===== config.mk =====
export PLATFORM = sky130hd
export DESIGN_NAME = fetch_unit
export DESIGN_NICKNAME = d
export VERILOG_FILES = /design/src/rtl/fetch_unit.sv
export SDC_FILE = /design/constraint.sdc
export NUM_CORES = 1
export LEC_CHECK = 0
export CORE_MARGIN = 2
export CORE_UTILIZATION = 34
export DETAILED_ROUTE_END_ITERATION = 10
export HOLD_SLACK_MARGIN = 0.08
export SETUP_SLACK_MARGIN = 0.5
export SYNTH_ARGS = -nofsm -noshare
export SYNTH_HDL_FRONTEND = slang
export SYNTH_SLANG_ARGS = --single-unit

===== constraint.sdc =====
create_clock -name clk -period 13.75 [get_ports clk]
set_input_delay 1.375 -clock clk [delete_from_list [all_inputs] [get_ports clk]]
set_output_delay 1.375 -clock clk [all_outputs]
set_load 0.05 [all_outputs]

===== src/rtl/fetch_unit.sv =====
// fetch_unit: PC register and IF/ID fetch stage; the IF/ID pipeline register is built only when PIPE_IF_ID_EN is defined
module fetch_unit (
    input  logic        clk,
    input  logic        reset,
    input  logic        BrTaken,
    input  logic        UncondBr,
    input  logic [25:0] br_addr26,
    input  logic [18:0] cond_addr19,
    input  logic        stall,
    input  logic        flush,
    output logic [63:0] imem_addr,
    input  logic [31:0] imem_rdata,
    output logic [31:0] instr,
    output logic [63:0] instr_pc,
    output logic        instr_valid
);
    logic [63:0] r_pc;
    logic [63:0] w_off;
    logic [63:0] w_target;
    logic        w_taken;
    assign w_off     = UncondBr ? {{38{br_addr26[25]}}, br_addr26} : {{45{cond_addr19[18]}}, cond_addr19};
    assign w_target  = instr_pc + (w_off << 2);
    assign w_taken   = BrTaken & instr_valid;
    assign imem_addr = r_pc;
`ifdef PIPE_IF_ID_EN
    logic [31:0] r_instr;
    logic [63:0] r_instr_pc;
    logic        r_valid;
    // reset > flush > stall > taken branch (squashes wrong-path fetch) > sequential fetch
    always_ff @(posedge clk) begin
        if (reset) begin
            r_pc       <= '0;
            r_instr    <= '0;
            r_instr_pc <= '0;
            r_valid    <= 1'b0;
        end else if (flush) begin
            r_valid <= 1'b0;
        end else if (!stall) begin
            if (w_taken) begin
                r_pc    <= w_target;
                r_valid <= 1'b0;
            end else begin
                r_pc       <= r_pc + 64'd4;
                r_instr    <= imem_rdata;
                r_instr_pc <= r_pc;
                r_valid    <= 1'b1;
            end
        end
    end
    assign instr       = r_instr;
    assign instr_pc    = r_instr_pc;
    assign instr_valid = r_valid;
`else
    logic w_hold;
    assign instr       = imem_rdata;
    assign instr_pc    = r_pc;
    assign instr_valid = ~reset;
    assign w_hold      = stall | (flush & 1'b0);
    // single-cycle: only the PC is state; flush has no effect here
    always_ff @(posedge clk) begin
        if (reset) r_pc <= '0;
        else if (!w_hold) r_pc <= w_taken ? w_target : r_pc + 64'd4;
    end
`endif
endmodule

==> Word-level counts from Yosys, hierarchy flattened <==
Index checks and enable logic that the tools add are counted.
Widths: inputs -> output; s select.
{ "totals": {"register_bits": 64, "inputBits": 83} }
{ "op_classes": {"n_addsub": 2, "n_mux": 2, "bitwise": 2} }
{ "op_table": {"columns": ["cell", "n"], "rows": [
  ["$add 64x3->64 const B", 1],
  ["$add 64x64->64", 1],
  ["$mux 64", 1],
  ["$mux 62", 1],
  ["$and 1x1->1", 1],
  ["$not 1->1", 1]
]} }

==> Longest topological paths before layout <==
{ "depth": {"depth_word": 3, "mapped_depth": 17, "ltp_nobuf": 16} }

==> Worst setup path after synthesis <==
Ideal clock, no wire load.
{ "synth_timing": {"path_type": "input -> register", "from": "in UncondBr", "to": "reg r_pc[63] (netlist: imem_addr[63])", "setup_time_ns": 0.123, "arrival_ns": 6.179, "required_ns": 13.627, "slack_ns": 7.448, "stages": 15, "path_buffers": 2, "cell_sequence": "clkbuf_1 > nand2b_1 > clkbuf_1 > a21oi_1 > ha_1 > a21oi_2 > o21bai_1 > a21o_1 > a2111oi_0 > nor3_1 > a221oi_2 > nor3_1 > or2_1 > a211oi_2 > mux2_1"} }
{ "synth_between": {"elab_chain_len": 3} }
{ "synth_rtl": {"columns": ["element", "line", "source"], "rows": [
  ["from (decl)", "6", "input logic UncondBr,"],
  ["$mux 62", "21", "assign w_off = UncondBr ? {{38{br_addr26[25]}}, br_addr26} : {{45{cond_addr19[18]}}, cond_addr19};"],
  ["$add 64x64->64", "22", "assign w_target = instr_pc + (w_off << 2);"],
  ["$mux 64", "62", "else if (!w_hold) r_pc <= w_taken ? w_target : r_pc + 64'd4;"],
  ["to (signal assigned)", "62", null],
  ["to (decl)", "17", "logic [63:0] r_pc;"]
]} }
No other way between the ends.
A chain may end at the register's enable or synchronous reset.

==> Worst setup path after layout <==
{ "layout_timing": {"from": "in reset", "to": "reg r_pc[56] (netlist: imem_addr[56])"} }
{ "layout_between": {"elab_chain_len": 3} }
{ "layout_rtl": {"columns": ["element", "line", "source"], "rows": [
  ["from (decl)", "4", "input logic reset,"],
  ["$not 1->1", "57", "assign instr_valid = ~reset;"],
  ["$and 1x1->1", "23", "assign w_taken = BrTaken & instr_valid;"],
  ["$mux 64", "62", null]
]} }
Several ways; a longest one is shown, not always the timed one.

==> flow_metrics.env <==
export IMPL_finalCriticalPeriod_ns=6.303
export IMPL_dr_first_iter_drc_count=448
export IMPL_fin_cells=1261
export IMPL_required_ns=13.95
export IMPL_dr_pass1_iters=5
export IMPL_peakVddDrop_uv=54.53
export IMPL_status="complete, no violations"
export IMPL_grt_overflow=0
export IMPL_final_cell_mix="172 x clkdlybuf4s50_1, 123 x a21oi_1, 110 x nand2_1"
export IMPL_arrival_ns=6.50
export IMPL_hold_depth=2
export IMPL_syn_instance_count=951
export IMPL_initial_core_util_pct=34.69
export IMPL_p_switching_w=0.0002420
export IMPL_cts_resized=0
export IMPL_post_route_worst_setup_slack_ns=7.447
export IMPL_p_int_w=0.0004056
export IMPL_hold_violations=0
export IMPL_clock_path_buffers=2
export IMPL_max_slew_margin_pct=36.54
export IMPL_cts_root_buf="clkbuf_16"
export IMPL_grt_pass1_wl_mm=30.93
export IMPL_largest_reg_flops=62
export IMPL_clkTransAtPathRegs_ns=0.06
export IMPL_power_frac_seq_pct=31.0
export IMPL_placedCellCount=1245
export IMPL_postCtsSetupRepairBufs=0
export IMPL_finalSetupViolCount=0
export IMPL_vias_per_cell=5.198
export IMPL_via_count=6555
export IMPL_pwr_share_comb_pct=34.7
export IMPL_synth_edf_count=0
export IMPL_grt_antenna_before_repair=0
export IMPL_crit_path_end_kind="register"
export IMPL_dieHeight_um=144.9
export IMPL_coreArea_um2=19460
export IMPL_rows=51
export IMPL_hold_start="imem_addr[25]$_SDFFE_PP0N_"
export IMPL_gp_congestion=0.8779
export IMPL_rsz0062_at_grt="false"
export IMPL_period_share_pct=45.84
export IMPL_layout_drive_gt1_share_pct=3.313
export IMPL_min_to="imem_addr[25]$_SDFFE_PP0N_"
export IMPL_cellLeakagePower_nw=3.383
export IMPL_finClkSkew_ns=0.006693
export IMPL_r2r_end="imem_addr[40]$_SDFFE_PP0N_"
export IMPL_critPathLaunchType="input port"
export IMPL_ant_nets=0
export IMPL_synth_seq_cells=62
export IMPL_cp_max_fo=65
export IMPL_cts_made_buffers=9
export IMPL_layout_nets=1136
export IMPL_cts_num_sinks=62
export IMPL_fin_tns_setup_ns=0
export IMPL_async_flop_share_pct=0
export IMPL_avgSynthCellArea_um2=7.099
export IMPL_first_global_vias=5955
export IMPL_max_slew_worst_pin_slew_ns=0.9496
export IMPL_mostFrequentLayoutCell="clkdlybuf4s50_1"
export IMPL_path_class="in -> reg"
export IMPL_place_ws_ns=7.030
export IMPL_seq_area_um2=1241
export IMPL_yosys_warnings=0
export IMPL_wirelength_mm=19.08
export IMPL_drcViolationCount=0
export IMPL_hold_class="reg -> reg"
export IMPL_seq_area_frac_synth_pct=18.38
export IMPL_syn_area_um2=6751
export IMPL_ff2ff_setup_slack_ns=10.14
export IMPL_cts_tree="done"
export IMPL_ys_types=62
export IMPL_area_delta_synth_final_pct=21.57
export IMPL_avgRoutedWirePerCell_um=15.13
export IMPL_r2r_start="imem_addr[2]$_SDFFE_PP0N_"
export IMPL_multiInputGateArea_um2=4508
export IMPL_io_pin_count=244
export IMPL_die_w_um=144.9
export IMPL_htreeDepth=3
export IMPL_swShare_pct=37.36
export IMPL_port_buffers=174
export IMPL_insertion_delay_ns=0.34
export IMPL_die_area_um2=21000
export IMPL_ff2ff_path_depth=14
export IMPL_hold_buffers=0
export IMPL_grt_max_degree=88
export IMPL_timing_fmax_mhz=158.7
export IMPL_diodes=0
export IMPL_p_clk_share_pct=34.4
export IMPL_dpl_hpwl_mm=14.22
export IMPL_nFillCells=2037
export IMPL_synth_top_flop_cell="dfxtp_1"
export IMPL_drv_cap=0
export IMPL_grt_usage_pct=17.83
export IMPL_power_density_nw_per_um2=78.90
export IMPL_maxSlewViolCount=0
power by group through the flow:
stage / clock (W) / combinational (W) / sequential, W
3_3_place_gp: 0 / 0.000224 / 0.000204
2_1_floorplan: 0 / 0.000162 / 0.000234
3_5_place_dp: 0 / 0.000224 / 0.000205
6_report: 0.000222 / 0.000225 / 0.000201
4_1_cts: 0.000231 / 0.000225 / 0.000201
5_1_grt: 0.000236 / 0.000241 / 0.000202
layout make-up:
type / instances / area share (%)
sequential: 62 / 15.12
clock inverter: 4 / 0.2439
tap: 265 / 4.040
clock buffer: 12 / 3.247
multi-input combinational: 720 / 54.92
inverter: 19 / 0.8689
timing repair buffer: 179 / 21.55
kinds of logic after synthesis:
group	after synthesis	synth area share (%)
and+or+nand+nor	316	20.68
AOI/OAI and AO/OA	261	23.63
buffers and inverters	172	15.18
adders and majority gates	62	11.60
DFF	62	18.38
xor gates and xnor gates	52	6.746
muxes	25	3.725
other	1	0.05554
critical path, stage by stage:
cell and delay (ns):
buf_2 0.08, buf_4 0.55, inv_1 0.39, nand2_1 0.81, a21oi_4 0, buf_4 0.31, ha_1 0.52, nand4_1 0.18
or3_1 0.38, or4_1 0.41, a21oi_1 0.24, o21ai_1 0.13, nand3_1 0.22, a21oi_1 0.21, nor3_1 0.27, mux2i_1 0.23
o211ai_1 0.11
worst max-delay path by stage:
| stage | startpoint | endpoint | slack [ns] | depth (start not counted) |
|---|---|---|---|---|
| after floorplan | UncondBr | imem_addr[63]$_SDFFE_PP0N_ | 7.45 | 15 |
| after global placement | reset | imem_addr[56]$_SDFFE_PP0N_ | 7.02 | 17 |
| after detailed placement | reset | imem_addr[56]$_SDFFE_PP0N_ | 7.03 | 17 |
| after CTS | reset | imem_addr[56]$_SDFFE_PP0N_ | 7.37 | 17 |
| after global routing | reset | imem_addr[56]$_SDFFE_PP0N_ | 6.90 | 17 |
| final | reset | imem_addr[56]$_SDFFE_PP0N_ | 7.45 | 17 |
metal layers:
metal	vias up	track usage [%]	part of all wire (%)
li1	3326	-	-
met1	3030	23.68	47
met2	175	29.24	46
met3	24	2.421	4.3
met4	0	7.079	2.2
met5	-	0	0
cell usage after synthesis (4+ instances only):
cell type,number,area (um2)
buf_4,98,735.7
nor2b_1,8,50.05
o22ai_1,4,25.02
buf_2,9,45.04
and2_1,5,31.28
o21bai_1,8,60.06
and3_1,6,37.54
o21ai_1,16,80.08
o21ai_0,27,135.1
o211ai_1,6,45.04
nand3_1,16,80.08
o31ai_1,4,30.03
nand4_1,22,137.6
a21oi_1,124,620.6
inv_1,18,67.56
clkbuf_1,42,157.7
a211oi_1,7,52.55
a21o_1,30,225.2
nand2_1,110,412.9
a31oi_1,5,31.28
dfxtp_1,62,1241
nor4_1,4,25.02
xor2_1,14,122.6
xnor2_1,38,332.8
o2111ai_1,5,43.79
ha_1,61,763.2
nand2b_1,5,31.28
buf_1,4,15.01
mux2i_1,24,240.2
nor2_1,108,405.4
nor3_1,21,105.1
metrics by stage:
stage                     utilization (%)  area, um2  total power [W]  hold slack, ns
after global routing                42.17       8208        0.0006789          0.5314
after global placement              40.70       7921        0.0004284          0.4893
final                               42.17       8208        0.0006476          0.4966
after detailed placement            40.70       7921        0.0004290          0.4957
after CTS                           42.17       8208        0.0006567          0.5023
after floorplan                         -       6763        0.0003964          0.7083
Note: power is estimated with default switching activity, not from simulation.
==> RTL change, RTL diff (same flow settings) <==
Add a define of `PIPE_IF_ID_EN`.
--- a/src/rtl/fetch_unit.sv
+++ b/src/rtl/fetch_unit.sv
@@ -1,3 +1,5 @@
 // fetch_unit: PC register and IF/ID fetch stage; the IF/ID pipeline register is built only when PIPE_IF_ID_EN is defined
+`define PIPE_IF_ID_EN
+
 module fetch_unit (
     input  logic        clk,
Behaviour: not the same (Yosys sat finds a counterexample within 4 cycles, from zero or initial values and one cycle with reset high).
==> RTL change against the original RTL <==
  * First-iteration DRC count increased by 99%
  * Cell area grew 76%
  * Synthesized cell count is 64% higher
  * Total power rose by 86%
  * Routed wire length grew 110%
  * Count of clock-buffer cells in the layout rose by 8
  * Sequential cell count up 99
  * Setup slack improved by 1.0 ns
  * Combinational power down 11%
  * Cell count grew 73%
  * Area after synthesis rose by 65%
  * Register-to-register slack got worse by 0.03 ns
  * Highest routed layer unchanged
==> RTL change: results (changes against the original RTL) <==
metric	value	unit	change
worst r2r path cells	9		-5
Clock Latency Late Sink	0.45	ns	+0.11 ns
Post-Route Skew	0.0138	ns	+0.00709 ns
Max FO, Critical Path	27		-58%
DP Area	0.0138	mm^2	+75%
wire per inst	18.4	um	+21%
Layout Nets	1875		+65%
Critical Path AT	5.59	ns	-0.91 ns
Post-synth top cells	338 x nand2_1, 241 x a21oi_1, 161 x dfxtp_1, 97 x nor2_1, 87 x clkbuf_1		
Port Buffers	243		+40%
Tightest Pin Transition	0.836	ns	-0.113 ns
R2R Path Start	imem_addr[4]		
largest net degree at the start of global routing	70		-20%
end of the critical path	imem_addr[62]		
register area share after synthesis	29.0	%	+11 points
Starting DRT DRC Count	891		+99%
Design Area, Final	0.0145	mm^2	+76%
Post-Synth Adder-Cell Area	7.16	%	-4.4 points
GR Util All Layers	23.5	%	+5.7 points
fmax	0.190	GHz	+20%
top cells by area, synth	dfxtp_1 29%, nand2_1 11%, a21oi_1 11%, ha_1 7.0%, o21ai_0 3.6%		
worst slack at placement	8.04	ns	+1.01 ns
dpl hpwl	28.8	mm	+100%
Compound-Gate Fraction of Synth Area	28.5	%	+4.9 points
status	complete, no violations		
post-synthesis cell type count	80		+29%
R2R Setup Slk	10.11	ns	-0.03 ns
Setup crit start	UncondBr		
RTL change: changes by cell type in the layout (fill, tap and decap cells not counted), sizes merged, moves of 12 or more:
cell	delta
mux2	+18
a31oi	+14
nor3	+13
dfxtp	+99
a21oi	+118
nand3	+31
nand2	+228
xnor2	-12
o21ai	+50
mux2i	-20
clkdlybuf4s50	+70
RTL change: cells by family after synthesis:
logic type,count (synthesis)
AO/OA/AOI/OAI,520
XOR/XNOR,51
adder cells (fa/ha/maj),63
buffers and inverters,127
flip-flops,161
multiplexers,23
AND/OR/NAND/NOR,610
RTL change: final cells by class:
type,instances,area share [%]
tap,442,3.83
clock inverter,11,1.07
clock buffer,20,3.23
multi-input combinational,1267,51.4
timing repair buffer,256,17.5
inverter,26,0.675
sequential,161,22.3
RTL change: per-stage QoR:
step	total power [W]	hold slack, ns
after global placement	0.000692	0.441
final	0.00120	0.453
after detailed placement	0.000693	0.448
after global routing	0.00125	0.474
after CTS	0.00121	0.456
after floorplan	0.000620	0.675
RTL change: critical path, stage by stage:
cell	delay, ns
clkdlybuf4s50_1	0.45
buf_4	0.32
mux2_2	0.39
ha_1	0.21
fa_1	0.41
a21oi_1	0.25
o211ai_1	0.16
o211ai_1	0.21
nand3_1	0.24
a31oi_1	0.37
o31ai_2	0.17
a21oi_2	0.34
o32ai_1	0.15
o21ai_0	0.16
or3b_1	0.36
RTL change: routing by layer:
metal | part of all wire [%] | GRT usage (%)
met1 | 44 | 30.9
met2 | 44 | 36.8
met3 | 8.7 | 6.47
met4 | 2.5 | 8.35
met5 | 0 | 0
RTL change: report_power, final:
| group | switching, W | internal [W] |
|---|---|---|
| registers | 0.00000801 | 0.000474 |
| clock network | 0.000218 | 0.000301 |
| logic | 0.000128 | 0.0000734 |
